===== src/rtl/bias_pkg.sv =====
`default_nettype none
// ---------------------------------------------------------------------------
// bias_pkg : layer encodings, bias BRAM address map, fetch FSM state type. r1.0
// ---------------------------------------------------------------------------
package bias_pkg;

  localparam logic [1:0] LAYER_C1  = 2'd0;
  localparam logic [1:0] LAYER_C3  = 2'd1;
  localparam logic [1:0] LAYER_C5  = 2'd2;
  localparam logic [1:0] LAYER_BAD = 2'd3;

  localparam int ADDR_C1_START = 0;
  localparam int ADDR_C1_END   = 1;
  localparam int ADDR_C3_START = 2;
  localparam int ADDR_C3_END   = 5;
  localparam int ADDR_C5_START = 6;
  localparam int ADDR_C5_END   = 48;

  typedef enum logic [1:0] {
    ST_IDLE  = 2'd0,
    ST_RUN   = 2'd1,
    ST_FLUSH = 2'd2
  } state_t;

  function automatic int layer_first(input logic [1:0] l);
    case (l)
      LAYER_C3: return ADDR_C3_START;
      LAYER_C5: return ADDR_C5_START;
      default:  return ADDR_C1_START;
    endcase
  endfunction

  function automatic int layer_last(input logic [1:0] l);
    case (l)
      LAYER_C3: return ADDR_C3_END;
      LAYER_C5: return ADDR_C5_END;
      default:  return ADDR_C1_END;
    endcase
  endfunction

endpackage
`default_nettype wire


===== src/rtl/bias_skid_fifo.sv =====
`default_nettype none
// ---------------------------------------------------------------------------
// bias_skid_fifo : 2-entry FIFO absorbing the BRAM read latency. r1.0
// ---------------------------------------------------------------------------
module bias_skid_fifo #(
  parameter int W = 9
) (
  input  logic         clk,
  input  logic         rst,
  input  logic         push,
  input  logic         pop,
  input  logic [W-1:0] din,
  output logic [W-1:0] dout,
  output logic         full,
  output logic         empty
);

  logic [W-1:0] mem_q [2];
  logic         wr_ptr_q;
  logic         rd_ptr_q;
  logic [1:0]   count_q;

  // Push into a full FIFO is only legal together with a pop: the slot written
  // is the head being retired on the same edge.
  always_ff @(posedge clk or posedge rst) begin
    if (rst) begin
      mem_q[0] <= '0;
      mem_q[1] <= '0;
      wr_ptr_q <= 1'b0;
      rd_ptr_q <= 1'b0;
      count_q  <= 2'd0;
    end else begin
      if (push) begin
        mem_q[wr_ptr_q] <= din;
        wr_ptr_q        <= ~wr_ptr_q;
      end
      if (pop) rd_ptr_q <= ~rd_ptr_q;
      count_q <= count_q + {1'b0, push} - {1'b0, pop};
    end
  end

  assign dout  = mem_q[rd_ptr_q];
  assign full  = (count_q == 2'd2);
  assign empty = (count_q == 2'd0);

endmodule
`default_nettype wire


===== src/rtl/bias_fetch_ctrl.sv =====
`default_nettype none
// ---------------------------------------------------------------------------
// bias_fetch_ctrl : streams one layer's biases from bias_bram as valid/ready. r1.0
// ---------------------------------------------------------------------------
module bias_fetch_ctrl
  import bias_pkg::*;
#(
  parameter int MEM_SIZE = 49,
  parameter int AWIDTH   = 6,
  parameter int B_BW     = 8
) (
  input  logic              clk,
  input  logic              rst,
  input  logic              start,
  input  logic [1:0]        layer,
  output logic              busy,
  output logic              done,
  output logic              err,
  output logic              bias_valid,
  input  logic              bias_ready,
  output logic [B_BW-1:0]   bias_data,
  output logic              bias_last,
  output logic [AWIDTH-1:0] b_addr0,
  output logic              b_ce0,
  output logic              b_we0,
  output logic [B_BW-1:0]   b_d0,
  input  logic [B_BW-1:0]   b_q0
);

  state_t            state_q, state_d;
  logic [AWIDTH-1:0] rd_addr_q, rd_addr_d;
  logic [AWIDTH-1:0] end_addr_q, end_addr_d;
  logic              inflight_q, inflight_last_q;
  logic              done_q, err_q;

  logic              accept, reject, pop, issue, issue_last, last_pop;
  logic              fifo_full, fifo_empty;
  logic [B_BW:0]     head;
  logic [2:0]        pending;
  int                last_addr;

  assign accept   = (state_q == ST_IDLE) && start && (layer != LAYER_BAD);
  assign reject   = (state_q == ST_IDLE) && start && (layer == LAYER_BAD);
  assign pop      = bias_valid & bias_ready;
  assign last_pop = (state_q == ST_FLUSH) && pop && bias_last;

  // Words buffered plus the one possibly returning from BRAM must stay below two
  // after this cycle's pop, so a read is never issued without a free slot.
  assign pending  = 3'({fifo_full, ~fifo_empty & ~fifo_full}) + 3'(inflight_q);

  always_ff @(posedge clk or posedge rst) begin
    if (rst) state_q <= ST_IDLE;
    else     state_q <= state_d;
  end

  always_comb begin
    state_d = state_q;
    case (state_q)
      ST_IDLE:  if (accept) state_d = ST_RUN;
      ST_RUN:   if (issue_last) state_d = ST_FLUSH;
      ST_FLUSH: if (last_pop) state_d = ST_IDLE;
      default:  state_d = ST_IDLE;
    endcase
  end

  always_comb begin
    issue      = (state_q == ST_RUN) && (pending < (3'd2 + 3'(pop)));
    issue_last = issue && (rd_addr_q == end_addr_q);
  end

  always_comb begin
    rd_addr_d  = rd_addr_q;
    end_addr_d = end_addr_q;
    last_addr  = layer_last(layer);
    if (last_addr > MEM_SIZE - 1) last_addr = MEM_SIZE - 1;
    if (accept) begin
      rd_addr_d  = AWIDTH'(layer_first(layer));
      end_addr_d = AWIDTH'(last_addr);
    end else if (issue && !issue_last) begin
      rd_addr_d  = rd_addr_q + AWIDTH'(1);
    end
  end

  always_ff @(posedge clk or posedge rst) begin
    if (rst) begin
      rd_addr_q       <= '0;
      end_addr_q      <= '0;
      inflight_q      <= 1'b0;
      inflight_last_q <= 1'b0;
      done_q          <= 1'b0;
      err_q           <= 1'b0;
    end else begin
      rd_addr_q       <= rd_addr_d;
      end_addr_q      <= end_addr_d;
      inflight_q      <= issue;
      inflight_last_q <= issue_last;
      done_q          <= last_pop;
      err_q           <= reject;
    end
  end

  bias_skid_fifo #(
    .W (B_BW + 1)
  ) u_fifo (
    .clk   (clk),
    .rst   (rst),
    .push  (inflight_q),
    .pop   (pop),
    .din   ({inflight_last_q, b_q0}),
    .dout  (head),
    .full  (fifo_full),
    .empty (fifo_empty)
  );

  assign busy       = (state_q != ST_IDLE);
  assign done       = done_q;
  assign err        = err_q;
  assign bias_valid = ~fifo_empty;
  assign bias_data  = head[B_BW-1:0];
  assign bias_last  = head[B_BW] & ~fifo_empty;
  assign b_ce0      = issue;
  assign b_addr0    = rd_addr_q;
  assign b_we0      = 1'b0;
  assign b_d0       = '0;

endmodule
`default_nettype wire


===== config.mk =====
export PLATFORM = sky130hd
export DESIGN_NAME = bias_fetch_ctrl
export DESIGN_NICKNAME = d
export VERILOG_FILES = /design/src/rtl/bias_pkg.sv /design/src/rtl/bias_skid_fifo.sv /design/src/rtl/bias_fetch_ctrl.sv
export SDC_FILE = /design/constraint.sdc
export NUM_CORES = 1
export LEC_CHECK = 0
export BUFFER_PORTS_ARGS = -buffer_cell sky130_fd_sc_hd__buf_2
export CORE_MARGIN = 2
export CORE_UTILIZATION = 35
export CTS_BUF_LIST = sky130_fd_sc_hd__clkbuf_4 sky130_fd_sc_hd__clkbuf_8
export DETAILED_ROUTE_END_ITERATION = 10
export GPL_ROUTABILITY_DRIVEN = 0
export PLACE_DENSITY = 0.62
export SLEW_MARGIN = 20
export SYNTH_ARGS = -nofsm -noshare
export SYNTH_HDL_FRONTEND = slang
export SYNTH_HIERARCHICAL = 1
export SYNTH_SLANG_ARGS = --single-unit

===== constraint.sdc =====
create_clock -name clk -period 3.3 [get_ports clk]
set_clock_uncertainty 0.2 [all_clocks]
set_input_delay 0.66 -clock clk [delete_from_list [all_inputs] [get_ports clk]]
set_output_delay 0.66 -clock clk [all_outputs]
set_load 0.005 [all_outputs]

## Yosys cells after proc, flatten, opt, wreduce, memory -nomap -nowiden

Cells that the tools add are included.
Widths: inputs -> output; s select.

| operators by class | value |
|---|---|
| multipliers | 0 |
| mux-type cells | 15 |
| bitwise operators | 9 |
| equality and inequality tests | 11 |
| $lt $le $gt $ge | 5 |
| add/sub/neg operators | 5 |
| div/mod/pow operators | 0 |
| reductions and logical operators | 15 |
| shifts and indexed selects | 0 |

Operator list:

| kind | count |
|---|---|
| $mux 9 | 4 |
| $gt 32x7->1 const B | 1 |
| $bwmux 18 | 1 |
| $mux 6 | 3 |
| $pmux 6 s2 | 1 |
| $demux 9 s1 | 1 |
| $logic_and 1x1->1 | 9 |
| $eq 2x2->1 const B | 4 |
| $ne 2x2->1 const B | 4 |
| $add 6x1->6 const B | 1 |
| $eq 6x6->1 | 1 |
| $mux 2 | 3 |
| $pmux 2 s3 | 1 |
| $pmux 3 s2 | 1 |
| $eq 2x1->1 const B | 2 |
| $ge 2x2->1 const B | 2 |
| $logic_not 2->1 | 2 |
| $not 1->1 | 4 |
| $not 1->2 | 2 |
| $reduce_bool 2->1 | 2 |
| $add 2x1->3 | 1 |
| $add 2x1->3 const A | 1 |
| $and 1x1->1 | 3 |
| $lt 3x3->1 | 1 |
| 5 further kinds | 5 |

| word-level totals | value |
|---|---|
| ROM bits | 0 |
| memories kept | 0 |
| register bits | 40 |
| bits in latches | 0 |
| RAM bits | 0 |

## Logic depth before layout (Yosys ltp)

| depth | value |
|---|---|
| depth after elaboration | 11 |
| depth in mapped cells | 8 |
| gate-level depth less buffers | 7 |

## Hierarchy

The synthesis kept the hierarchy.

By module, submodules not included:

| module | times used | area an instance (um^2) | cells an instance |
|---|---|---|---|
| bias_skid_fifo | 1 | 998.5 | 64 |
| bias_fetch_ctrl | 1 | 894.6 | 94 |

## Worst setup path after synthesis

Ideal clock, no wire load.

| timing path | value |
|---|---|
| kind | register -> output |
| from | register u_fifo.count_q[0] |
| to | output port b_ce0 |
| slack | 652 ps |
| data required time | 2,440 ps |
| buffers on the path | 1 |
| cell stages (with the launch flop) | 8 |
| arrival | 1,788 ps |
| cell sequence | dfrtp_1 -> nor2_1 -> nor2_1 -> ha_1 -> or3b_1 -> a211o_1 -> buf_2 -> inv_1 |

| between the ends | value |
|---|---|
| cells in the longest elaborated chain, start to end | 6 |

RTL lines:

| element | line | source |
|---|---|---|
| start, declared | bias_skid_fifo.sv:21 | `logic [1:0] count_q;` |
| start signal, assigned | bias_skid_fifo.sv:38 | `count_q <= count_q + {1'b0, push} - {1'b0, pop};` |
| $logic_not 2->1 * | bias_skid_fifo.sv:44 | `assign empty = (count_q == 2'd0);` |
| via fifo_empty | bias_fetch_ctrl.sv:37 | `logic fifo_full, fifo_empty;` |
| $not 1->1 * | bias_fetch_ctrl.sv:49, bias_fetch_ctrl.sv:118 |  |
| $and 1x1->1, on equally long branches | bias_fetch_ctrl.sv:49, bias_fetch_ctrl.sv:44 |  |
| $add 2x1->3, on equally long branches | bias_fetch_ctrl.sv:49, bias_fetch_ctrl.sv:67 |  |
| $lt 3x3->1 * | bias_fetch_ctrl.sv:67 | `issue = (state_q == ST_RUN) && (pending < (3'd2 + 3'(pop)));` |
| $logic_and 1x1->1 * | bias_fetch_ctrl.sv:67 |  |
| end, declared | bias_fetch_ctrl.sv:24 | `output logic b_ce0,` |

The timed path passes the listed nets; every way through them passes the cells marked *.

## Worst setup path in the final report

Same ends and word-level chain as after synthesis.

==> out/results.ini <==
[status]
outcome=completed

[setup_path]
critical_path_class=reg -> out
crit_family=simple AND/OR/NAND/NOR gates
crit_buf_inv=2
worstSetupEndpointType=primary output
crit_cells=7
slowest_stage=a211o_1
required_ns=2.44
critPathMaxStageDelay_ns=0.43
r2r_cells=7
crit_fanout=11
crit_chain=nor2_2 -> nor2_1 -> ha_1 -> or3b_1 -> a211o_1 -> inv_1 -> buf_2
crit_path_start_kind=flop
cp.arrival_ns=2.25

[logic_synthesis]
synth_compound_area_share_pct=5.155
synthSimpleGateAreaFrac_pct=11.37
ys_warn_count=6
syn_area_um2=1893
syn-instance-count=158
synth_xor_area_share_pct=2.776
synth-seq-cells=37
muxShareOfSynthArea_pct=18.97
ys_types=34
ys_seq_area_share_pct=48.91
synth_top_family_by_area=multiplexers
synth.avg_cell_area_um2=11.98
synthAdderAreaFrac_pct=5.948

[floorplanning]
ios=43
die_area_um2=6013
die_h_um=77.55
num_rows=26
die_w_um=77.55
initial_utilization_pct=36.60
coreArea_um2=5172

[detailed_routing]
wirelength_um=3312
wire_per_inst_um=12.59
vias=1187
viasPerCell=4.513
first_pass_iters=4
drt_iter0_markers=33
ant_nets=0
route.detailed.drc=0

[timing]
fmax_mhz=321.7
final.setup.tns_ns=0
whs_ns=0.2261
final.period_utilization_pct=94.21
rsz0062_at_grt=no
worst_slew_pin_slew_ns=0.8143
setup_viol=0
hold_viol=0
relSlewSlack_pct=45.65
layout_setup_ws_ns=0.1911
report.final.slew_viol_count=0
min_period_ns=3.109

[layout]
syn_to_final_growth_pct=15.66
fin_nets=216
diodes=0
drive_above_1_share_pct=38.34
fillers=505
stdcell_count=263
fin_util_pct=42.33
final_common_cell=dfrtp_1
final_cell_mix=37 x dfrtp_1, 33 x buf_2, 19 x mux2_2, 12 x nand2_1

[clock_tree]
ctsRootBufferMaster=clkbuf_8
cts.sinks=37
htreeDepth=2
tritoncts=built
clk_latency_ns=0.29
numCtsBuffers=5
ctsLongestPathBuffers=2
postCtsSetupBuffers=0
clk_pin_slew_ns=0.07

[global_routing]
grt_usage_pct=11.75
grt_start_max_net_pins=23
grt_antenna_before_repair=0
grt_overflow=0
grt_pass1_wl_um=5520
grt_pass1_vias=1201

[hold_path]
hp-class=in -> async

[place]
post-place-cells=256
pre_cts_ws_ns=0.4287
hpwlAfterDp_um=2375
port_buffers=33

[flow_run]
maxCapViolCount=0

[pwr]
pwr_density_cell_nw_per_um2=982.7
cellLeakagePower_uw=0.001092
ir_worst_vdd_mv=0.4411

==> report_power, final <==
part           internal [µW]  total, µW  switching, µW  leakage [µW]
clock                    220        372            153     0.0000540
sequential               665        846            181      0.000455
combinational            533        934            400      0.000583
==> worst register-to-register path: cells and delay by family (launching register included) <==
kind            cells  cell delay [ns]
compound gates      2             0.70
fa+ha+maj           1             0.27
flops               1             0.41
mux                 1             0.36
simple gates        3             0.63
==> worst paths after layout <==
| check | from | slack, ns | end |
|---|---|---|---|
| hold reg to reg | inflight_last_q$_DFF_PP0_ | 0.29 | u_fifo/mem_q[17]$_DFFE_PP0P_ |
| setup / recovery | u_fifo/count_q[0]$_DFF_PP0_ | 0.19 | b_ce0 |
| max in group asynchronous | rst | 2.06 | u_fifo/count_q[1]$_DFF_PP0_ |
| hold / removal | rst | 0.23 | state_q[1]$_DFFE_PP0P_ |
| min in group clk | inflight_last_q$_DFF_PP0_ | 0.29 | u_fifo/mem_q[17]$_DFFE_PP0P_ |
| setup reg to reg | u_fifo/count_q[0]$_DFF_PP0_ | 0.61 | b_addr0[1]$_DFFE_PP0P_ |
==> cells in the mapped netlist (all sizes together) <==
cell type / n / area (µm²)
or3b: 1 / 8.760
xor2: 4 / 35.03
nor4b: 1 / 15.01
or3: 4 / 25.02
buf: 12 / 88.83
nor3b: 1 / 7.510
o211ai: 1 / 7.510
nor4bb: 1 / 10.01
xnor2: 2 / 17.52
nor2b: 3 / 18.77
nand2b: 3 / 18.77
mux2: 28 / 349.1
a211oi: 2 / 15.01
or2: 2 / 12.51
inv: 9 / 33.78
nand3: 2 / 10.01
conb: 1 / 3.750
a2111o: 1 / 11.26
dfrtp: 37 / 925.9
nand4: 1 / 6.260
mux2i: 1 / 10.01
or4b: 1 / 10.01
a211o: 1 / 8.760
ha: 9 / 112.6
nor2: 4 / 15.01
nand2: 13 / 51.30
and2: 1 / 6.260
clkbuf: 1 / 3.750
a21oi: 5 / 25.02
o21ai: 6 / 30.03
==> cell type report <==
class | instances | area, µm² | area share (%)
Sequential cell | 37 | 925.9 | 42.29
Timing Repair Buffer | 33 | 165.2 | 7.543
Multi-Input combinational cell | 107 | 873.3 | 39.89
Clock buffer | 5 | 68.82 | 3.143
Tap cell | 70 | 87.58 | 4.000
Inverter | 9 | 33.78 | 1.543
Clock inverter | 2 | 35.03 | 1.600
==> logic make-up (layout without fill, tap and decap cells) <==
logic type	after synthesis	after routing
adders and majority gates	9	9
xor gates and xnor gates	6	6
muxes	29	29
AOI/OAI and AO/OA	16	16
DFF	37	37
buffers and inverters	22	49
and+or+nand+nor	38	38
other	1	9
==> what timing repair did <==
action | CTS | global route
resized for setup | 0 | 1
endpoints found under the hold margin | 0 | 0
endpoints found under the setup margin | 0 | 1
hold buffers | 0 | 0
==> metal layers <==
| metal | GRT usage [%] | wire length, µm | vias up |
|---|---|---|---|
| li1 | - | - | 592 |
| met3 | 3.140 | 153 | 5 |
| met2 | 18.96 | 1593 | 31 |
| met1 | 14.72 | 1513 | 559 |
| met4 | 5.357 | 51 | 0 |
| met5 | 0 | 0 | - |
==> stage by stage <==
| stage | power (µW) | area [µm²] |
|---|---|---|
| 6_report | 2152 | 2190 |
| 4_1_cts | 2181 | 2187 |
| 3_3_place_gp | 1767 | 2083 |
| 3_5_place_dp | 1795 | 2083 |
| 2_1_floorplan | 1535 | 1923 |
| 5_1_grt | 2328 | 2190 |
==> state kept, by name (all words and copies together), names as in the netlist, 2 cells and up <==
signal and cells:
u_fifo/mem_q 18, b_addr0 6, end_addr_q 3, state_q 2, u_fifo/count_q 2
Power figures use the tool's default switching activity.
